**src/rtl/mag_compare_seq.sv**
```systemverilog
// Multi-byte magnitude-compare sequencer: walks an external 8-bit comparator
// across two BYTES-wide operands MSB first, stopping on the first unequal byte.
module mag_compare_seq #(
    parameter int BYTES = 4
) (
    input  logic                 clk,
    input  logic                 rst_n,
    input  logic                 start,
    input  logic [8*BYTES-1:0]   a,
    input  logic [8*BYTES-1:0]   b,
    output logic                 busy,
    output logic                 done,
    output logic                 alb,
    output logic                 agb,
    output logic                 aeb,
    output logic                 err,
    output logic [7:0]           cmp_a,
    output logic [7:0]           cmp_b,
    output logic                 cmp_ilb,
    output logic                 cmp_igb,
    output logic                 cmp_ieb,
    input  logic                 cmp_alb,
    input  logic                 cmp_agb,
    input  logic                 cmp_aeb
);

    localparam int IDX_W = (BYTES > 1) ? $clog2(BYTES) : 1;
    localparam logic [IDX_W-1:0] IDX_TOP = IDX_W'(BYTES - 1);

    typedef enum logic {
        IDLE = 1'b0,
        STEP = 1'b1
    } state_t;

    state_t                 state;
    logic [BYTES-1:0][7:0]  a_q;
    logic [BYTES-1:0][7:0]  b_q;
    logic [IDX_W-1:0]       idx;
    logic                   cmp_onehot;

    // Every step compares one byte in isolation: higher bytes were already
    // equal, so the cascade inputs always present "equal so far".
    assign cmp_ilb = 1'b0;
    assign cmp_igb = 1'b0;
    assign cmp_ieb = 1'b1;

    assign busy = (state == STEP);

    always_comb begin
        cmp_a = 8'h00;
        cmp_b = 8'h00;
        if (state == STEP) begin
            cmp_a = a_q[idx];
            cmp_b = b_q[idx];
        end
    end

    always_comb begin
        case ({cmp_alb, cmp_agb, cmp_aeb})
            3'b100, 3'b010, 3'b001: cmp_onehot = 1'b1;
            default:                cmp_onehot = 1'b0;
        endcase
    end

    always_ff @(posedge clk) begin
        if (!rst_n) begin
            state <= IDLE;
            a_q   <= '0;
            b_q   <= '0;
            idx   <= '0;
            done  <= 1'b0;
            alb   <= 1'b0;
            agb   <= 1'b0;
            aeb   <= 1'b0;
            err   <= 1'b0;
        end else begin
            done <= 1'b0;
            case (state)
                IDLE: begin
                    if (start) begin
                        a_q   <= a;
                        b_q   <= b;
                        idx   <= IDX_TOP;
                        state <= STEP;
                    end
                end
                STEP: begin
                    if (!cmp_onehot) begin
                        err   <= 1'b1;
                        alb   <= 1'b0;
                        agb   <= 1'b0;
                        aeb   <= 1'b0;
                        done  <= 1'b1;
                        state <= IDLE;
                    end else if (cmp_alb || cmp_agb) begin
                        err   <= 1'b0;
                        alb   <= cmp_alb;
                        agb   <= cmp_agb;
                        aeb   <= 1'b0;
                        done  <= 1'b1;
                        state <= IDLE;
                    end else if (idx == '0) begin
                        err   <= 1'b0;
                        alb   <= 1'b0;
                        agb   <= 1'b0;
                        aeb   <= 1'b1;
                        done  <= 1'b1;
                        state <= IDLE;
                    end else begin
                        idx <= idx - 1'b1;
                    end
                end
                default: state <= IDLE;
            endcase
        end
    end

endmodule

```
**config.mk**
```make
export PLATFORM = sky130hd
export DESIGN_NAME = mag_compare_seq
export DESIGN_NICKNAME = d
export VERILOG_FILES = /design/src/rtl/mag_compare_seq.sv
export SDC_FILE = /design/constraint.sdc
export NUM_CORES = 1
export LEC_CHECK = 0
export BUFFER_PORTS_ARGS = -buffer_cell sky130_fd_sc_hd__buf_2
export CAP_MARGIN = 15
export CELL_PAD_IN_SITES_DETAIL_PLACEMENT = 1
export CELL_PAD_IN_SITES_GLOBAL_PLACEMENT = 1
export CORE_MARGIN = 3
export CORE_UTILIZATION = 38
export CTS_CLUSTER_SIZE = 12
export DETAILED_ROUTE_END_ITERATION = 6
export PLACE_DENSITY_LB_ADDON = 0.1
export SLEW_MARGIN = 20
export SYNTH_ARGS = -nofsm -noshare
export SYNTH_HDL_FRONTEND = slang
export SYNTH_SLANG_ARGS = --single-unit
```
**constraint.sdc**
```tcl
create_clock -name clk -period 2.8 [get_ports clk]
set_input_delay 0.14 -clock clk [delete_from_list [all_inputs] [get_ports clk]]
set_output_delay 0.14 -clock clk [all_outputs]
set_load 0.005 [all_outputs]
```
=== Word level (Yosys, flattened, before mapping) ===
Index checks and enable logic that the tools add are counted.

* Register bits after elaboration: 72
* Input bits: 70
* Output and inout port bits: 25

* Add/sub/neg operators: 1
* Order comparisons: 1
* Equal/unequal tests: 8
* Muxes and demuxes: 30
* Bitwise operators: 1
* Reductions and logical operators: 7

{| class="wikitable"
|+ Operators by type and width
! kind !! count
|-
| $bmux 8 s2 || 2
|-
| $mux 8 || 4
|-
| $mux 1 || 18
|-
| $mux 2 || 4
|-
| $ne 2x2->1 const B || 3
|-
| $reduce_and 2->1 || 3
|-
| $pmux 2 s2 || 1
|-
| $reduce_and 4->1 || 1
|-
| $eq 3x1->1 const B || 1
|-
| $eq 3x2->1 const B || 1
|-
| $eq 3x3->1 const B || 1
|-
| $lt 2x3->1 const B || 1
|-
| $ne 3x1->1 const B || 1
|-
| $reduce_or 3->1 || 1
|-
| $logic_not 2->1 || 1
|-
| $ne 2x1->1 const B || 1
|-
| $pmux 1 s2 || 1
|-
| $sub 2x1->2 const B || 1
|-
| $logic_or 1x1->1 || 1
|-
| $not 1->1 || 1
|}

=== Depth between registers and ports, before layout ===
Gate-level depths: netlist of run 1.

* Word-level depth: 5
* Mapped depth: 7
* Depth with buffers taken out: 5

=== Worst setup path before layout of run 1 ===
Ideal clock, no wire load.

* Path type: flip-flop to flip-flop
* Start: register idx[1]
* End: register idx[0]
* Setup time: 74 ps
* Arrival: 1954 ps
* Path slack: 771 ps
* Stages on the path, launching flop included: 8
* Path buffers: 2
* Clock period less this slack: 2029 ps
* Cell sequence: dfxtp_1 -> clkbuf_1 -> buf_2 -> inv_1 -> ha_1 -> or4b_4 -> or2_1 -> a31oi_1

* Word-level cells in the longest chain between the ends: 3

{| class="wikitable"
|+ RTL lines
! item !! RTL line !! text
|-
| start: declaration || 38 || <nowiki>logic [IDX_W-1:0] idx;</nowiki>
|-
| start signal: assignment || 110 || <nowiki>idx <= idx - 1'b1;</nowiki>
|-
| $logic_not 2->1 || 102 || <nowiki>end else if (idx == '0) begin</nowiki>
|-
| $ne 2x2->1 (no line) || n/a ||
|-
| $reduce_and 4->1 (no line) || n/a ||
|}

No other way between the ends.
A chain may end at the register's enable or synchronous reset.

=== Worst setup path after layout of run 1 ===
* Start: register idx[0]
* End: output cmp_a[1]

* Word-level cells in the longest chain between the ends: 3

{| class="wikitable"
|+ RTL lines
! item !! RTL line !! text
|-
| $bmux 8 s2 || 53 || <nowiki>cmp_a = a_q[idx];</nowiki>
|-
| $mux 8 (not written as such) || 53 ||
|-
| $mux 8 || 52 || <nowiki>if (state == STEP) begin</nowiki>
|-
| end: declaration || 17 || <nowiki>output logic [7:0] cmp_a,</nowiki>
|}

No other way between the ends. The select of a mux whose other input is x is not followed.

==> impl_results.md, run 1 <==
- Initial antenna violation count: 0
- Synth Flop Type: dfxtp_1
- Tightest Pin Transition: 0.8486 ns
- Number of fill cells in the layout: 1,011
- Htree depth: 3
- Largest net degree at the start of global routing: 56
- Vias in the first global route: 2,740
- Hold Path Class: in2reg
- Clock skew: 0.007329 ns
- Fin worst setup slack: 0.5540 ns
- Worst path max stage delay: 0.58 ns
- Final nets: 511
- First-pass iteration count of the detailed router: 4
- TritonCTS clock tree: built
- Row cnt: 33
- Critical path buffer and inverter count: 2
- Vias: 2,662
- Worst-Skew Late Latency: 0.33 ns
- Vias per inst: 4.858
- Slew Limit Fails: 0
- Leakage: 1.674 nW
- HPWL after detailed placement: 5569 µm
- Req. time, crit path: 2.66 ns
- Setup crit start kind: register
- Clock-pin slew on the worst setup and hold paths: 0.07 ns
- Starting DRT DRC Count: 73
- I/O pin count: 95
- Crit path max-delay family: flip-flops
- Root Buffer: clkbuf_8
- GRT Util Overall: 0.1721
- First-pass GRT wire length: 13,230 µm
- Critical path depth: 4
- CP arrival: 2.11 ns
- Reg2reg start: idx[0]$_SDFFE_PN0P_
- # Post-CTS Setup Buffers: 0
- CTS Buf Count: 9
- Final worst path period need: 2.246 ns
- Reg2reg path depth: 5
- Critical path endpoint category: primary output
- Die Wd: 98.28 µm
- Yosys cell types: 28
- Max VDD drop: 0.1680 mV
- Dpl ws: 0.8110 ns
- Critical-path top delay cell: dfxtp_1
- Routed len/inst: 14.62 µm
- Die height: 98.28 µm
- Gates resized, CTS repair: 0
- Initial Util: 0.3918
- Number of antenna diodes: 0
- Yosys warns: 0
- Buffers on Ports: 91
- Fin Setup TNS: 0 ns
- Max_slew headroom: 0.4343
- Commonest non-fill, non-tap cells in the layout: 129 x nand2_1, 91 x buf_2, 72 x dfxtp_1, 55 x a21boi_0
- Async set-reset flop share out of synthesis: 0
- Max clock buf depth: 2
- Worst-case register-to-register setup slack: 0.80 ns
- Register area share after synthesis: 0.4455
- PwrDens: 548.1 nW/µm²
- Critical Path End: cmp_a[1]
- Setup violations, final: 0
- Syn_area_per_cell: 8.938 µm²
- DRC errors left: 0
- Cell Chain, Critical Path: buf_4, mux4_2, and2_1, buf_2
- Unrepaired setup endpoints after global routing: no
- Cell count after synthesis: 362
- R2R Path End: idx[1]$_SDFFE_PN0P_
- Die area: 9658 µm²
- Share of cells above drive strength 1: 0.2912
- RD Place Congestion: 0.7176
- Final Power: 2.152 mW
- Most common cell after layout, fill and taps aside: nand2_1
- FF+latch count, synth: 72
- Max cap viols: 0
- Crit path from: idx[0]$_SDFFE_PN0P_
- Post-CTS Hold Buffers: 0
- WS Path Type: reg2out
- Max Fclk: 445.2 MHz
- Status: finished clean
- Grt total ovfl: 0
- Final wirelength: 8014 µm
- Core footprint: 8258 µm²
- CP Max Fanout: 11
- ANT nets after route: 0
- Final count of hold timing violations: 0
- Syn Std Cell Area: 3236 µm²
- Final period util: 0.8021
- Clk sink count: 72
- Post-synth EDFFs: 0
- Area delta synth->final: 21.35%
==> cells in the mapped netlist (3+ instances only) <==
cell,instances,area share
mux4_2,16,0.11
buf_2,10,0.015
a21boi_1,12,0.028
and2_1,16,0.031
buf_1,3,0.0035
nand2_1,129,0.15
o21ai_0,4,0.0062
inv_1,3,0.0035
clkbuf_1,15,0.017
buf_4,4,0.0093
a21boi_0,55,0.13
dfxtp_1,72,0.45
==> stage by stage <==
stage,util,hold slack (ns),cell area [µm²],std cells
after floorplan,-,0.2748,3239,363
after global placement,0.4545,0.3831,3754,534
after detailed placement,0.4545,0.3873,3754,534
after CTS,0.4755,0.02428,3926,548
after global routing,0.4755,0.03705,3926,548
final,0.4755,0.03920,3926,548
==> state kept, by name, summed over array words and instances (netlist names) <==
signal  cells
a_q        32
alb         1
idx         2
err         1
b_q        32
agb         1
done        1
aeb         1
busy        1
==> cells by family (layout without fill, tap and decap cells) <==
family	count (synthesis)	count (layout)	share of synthesized area
AO/OA/AOI/OAI	78	78	0.1771
adder cells (fa/ha/maj)	1	1	0.003866
buffers and inverters	35	115	0.04911
flip-flops	72	72	0.4455
multiplexers	16	16	0.1114
other	2	3	0.002321
AND/OR/NAND/NOR	158	158	0.2108
==> routing by layer <==
layer | track usage | vias to the layer above | part of all wire
met1 | 0.2375 | 1237 | 0.48
met5 | 0 | - | 0
met2 | 0.2702 | 61 | 0.46
li1 | - | 1354 | -
met4 | 0.06303 | 0 | 0.013
met3 | 0.03214 | 10 | 0.046
==> worst min path at each step <==
stage,from,endpoint,slack [ns],cells after the start
global route,a[19],a_q[19]$_SDFFE_PN0P_,0.04,3
floorplan,a[18],a_q[18]$_SDFFE_PN0P_,0.27,2
detailed placement,a[18],a_q[18]$_SDFFE_PN0P_,0.39,3
CTS,b[7],b_q[7]$_SDFFE_PN0P_,0.02,3
finish,b[7],b_q[7]$_SDFFE_PN0P_,0.04,3
global placement,b[7],b_q[7]$_SDFFE_PN0P_,0.38,3
==> area by class of cell <==
type | instances | area (µm²) | area share
multi-input cells | 256 | 1649 | 0.4200
flip-flops and latches | 72 | 1441 | 0.3671
repair buffers | 98 | 520.5 | 0.1326
clock buffers | 14 | 172.7 | 0.04398
well taps | 105 | 131.4 | 0.03346
inverters | 3 | 11.26 | 0.002868
==> worst min-delay path, cell delays in order <==
cell	delay [ns]
buf_2	0.09
nand2_1	0.04
a21boi_1	0.05
==> report_power, final <==
group	leakage, nW	internal, mW	switching, mW	total (mW)
logic	0.993	0.146	0.147	0.292
clock network	0.0886	0.386	0.355	0.741
registers	0.592	1.08	0.0333	1.12
total	1.67	1.62	0.535	2.15
No activity file was read; power rests on OpenSTA's default activity.
==> run 2: changes to the inputs <==
==> constraint.sdc (replaced) <==
create_clock -name clk -period 2.3 [get_ports clk]
set_input_delay 0.115 -clock clk [delete_from_list [all_inputs] [get_ports clk]]
set_output_delay 0.115 -clock clk [all_outputs]
set_load 0.005 [all_outputs]
==> run 2 against run 1 <==
Global-route usage increased by 0.38 points. Clock skew increased by 0.0027 ns. Critical path depth unchanged. Largest power group unchanged.
==> impl_results.md, run 2 (synthesis results as in run 1) <==
- Final worst path period need: 1.913 ns
- Final wirelength: 8050 µm (was 8014 µm)
- Vias per inst: 4.849 (was 4.858)
- Final period util: 0.8316
- Top Registers: a_q: 32 flops, b_q: 32 flops, idx: 2 flops (unchanged)
- Die Wd: 98.28 µm (unchanged)
- Vias in the first global route: 2,901 (was 2,740)
- Initial antenna violation count: 0 (unchanged)
- PwrDens: 656.3 nW/µm² (was 548.1 nW/µm²)
- Core footprint: 8258 µm² (unchanged)
- Unrepaired setup endpoints after global routing: no (unchanged)
- Initial Util: 0.3918 (unchanged)
- Worst-Skew Late Latency: 0.34 ns (was 0.33 ns)
- Clock share of power: 0.341 (was 0.345)
- Row cnt: 33 (unchanged)
- RD Place Congestion: 0.7118 (was 0.7176)
- Max Fclk: 522.8 MHz
- Comb pwr share: 0.142 (was 0.136)
- Share of cells above drive strength 1: 0.2956 (was 0.2912)
- Die area: 9658 µm² (unchanged)
- Slew Limit Fails: 0 (unchanged)
- Status: finished clean (unchanged)
- Max clock buf depth: 2 (unchanged)
- Max VDD drop: 0.2679 mV (was 0.1680 mV)
- Clock-pin slew on the worst setup and hold paths: 0.08 ns (was 0.07 ns)
- First-pass GRT wire length: 13,630 µm (was 13,230 µm)
- # Post-CTS Setup Buffers: 0 (unchanged)
- HPWL after detailed placement: 5397 µm (was 5569 µm)
- ANT nets after route: 0 (unchanged)
- Fin Setup TNS: 0 ns (unchanged)
- Clock skew: 0.01005 ns (was 0.007329 ns)
- Number of antenna diodes: 0 (unchanged)
- P_int: 1.949 mW (was 1.617 mW)
- Final count of hold timing violations: 0 (unchanged)
- Critical path endpoint category: primary output (unchanged)
- Req. time, crit path: 2.18 ns (was 2.66 ns)
- Vias: 2,691 (was 2,662)
- Setup violations, final: 0 (unchanged)
- Worst hold slack: 0.01525 ns (was 0.03920 ns)
- Leakage: 1.704 nW (was 1.674 nW)
- Largest net degree at the start of global routing: 73 (was 56)
- Final instance area: 3994 µm² (was 3926 µm²)
- GRT Util Overall: 0.1758 (was 0.1721)
- Area delta synth->final: 23.43% (was 21.35%)
- Clk sink count: 72 (unchanged)
- Htree depth: 3 (unchanged)
- Hold Path Class: in2reg (unchanged)
- TritonCTS clock tree: built (unchanged)
- Post-CTS Hold Buffers: 3 (was 0)
- CP Max Fanout: 11 (unchanged)
- Final nets: 517 (was 511)
- CTS Buf Count: 9 (unchanged)
- Number of fill cells in the layout: 1,013 (was 1,011)
- DRC errors left: 0 (unchanged)
- I/O pin count: 95 (unchanged)
- Switching share of power: 0.2565 (was 0.2486)
- Root Buffer: clkbuf_8 (unchanged)
- Setup crit start kind: register (unchanged)
- Psw: 0.6723 mW (was 0.5350 mW)
- Routed len/inst: 14.50 µm (was 14.62 µm)
- Post-placement cell area: 3781 µm² (was 3754 µm²)
- WS Path Type: reg2out (unchanged)
- Buffers on Ports: 91 (unchanged)
- Most common cell after layout, fill and taps aside: nand2_1 (unchanged)
- Commonest non-fill, non-tap cells in the layout: 129 x nand2_1, 91 x buf_2, 72 x dfxtp_1, 55 x a21boi_0 (unchanged)
- CP arrival: 1.80 ns (was 2.11 ns)
- First-pass iteration count of the detailed router: 4 (unchanged)
- Grt total ovfl: 0 (unchanged)
- Gates resized, CTS repair: 0 (unchanged)
- Starting DRT DRC Count: 77 (was 73)
- Die height: 98.28 µm (unchanged)
- Max cap viols: 0 (unchanged)
- Sequential power share: 0.517 (was 0.519)
run 2: critical path, cell delays in order, from the launching register on:
cell and delay (ns):
dfxtp_1 0.36, buf_4 0.28, mux4_2 0.53, and2_1 0.17, buf_2 0.12
run 2: cell type report:
class                   count  area [µm²]  area share
flip-flops and latches     72        1441      0.3609
multi-input cells         256        1649      0.4129
clock buffers              12       155.1     0.03885
clock inverters             3       17.52    0.004386
repair buffers            104       588.1      0.1472
well taps                 105       131.4     0.03289
inverters                   3       11.26    0.002820
run 2: path summary, 6_finish.rpt:
path,cells after the start,to,from,slack (ns)
setup reg to reg,5,idx[1]$_SDFFE_PN0P_,idx[0]$_SDFFE_PN0P_,0.60
hold / removal,3,b_q[7]$_SDFFE_PN0P_,b[7],0.02
hold reg to reg,2,a_q[4]$_SDFFE_PN0P_,a_q[4]$_SDFFE_PN0P_,0.45
setup / recovery,4,cmp_b[4],idx[0]$_SDFFE_PN0P_,0.39
run 2: power by group through the flow:
| stage | combinational [mW] | sequential [mW] | clock, mW |
|---|---|---|---|
| finish | 0.372 | 1.35 | 0.894 |
| global route | 0.424 | 1.36 | 0.999 |
| CTS | 0.380 | 1.36 | 0.928 |
| detailed placement | 0.375 | 1.38 | 0 |
| global placement | 0.368 | 1.38 | 0 |
| floorplan | 0.239 | 1.37 | 0 |
run 2: metrics by stage:
stage	instances	setup slack [ns]	total power, mW	utilization
after floorplan	363	0.2715	1.612	-
after global placement	536	0.6777	1.748	0.4579
after detailed placement	536	0.6141	1.759	0.4579
after CTS	554	0.3373	2.664	0.4824
after global routing	555	0.2812	2.788	0.4836
final	555	0.3872	2.621	0.4836
run 2: routing by layer:
| metal | part of all wire | track usage | vias to the layer above |
|---|---|---|---|
| met1 | 0.46 | 0.2244 | 1260 |
| met4 | 0.011 | 0.05042 | 0 |
| li1 | - | - | 1362 |
| met5 | 0 | 0 | - |
| met2 | 0.47 | 0.2853 | 61 |
| met3 | 0.066 | 0.05857 | 8 |
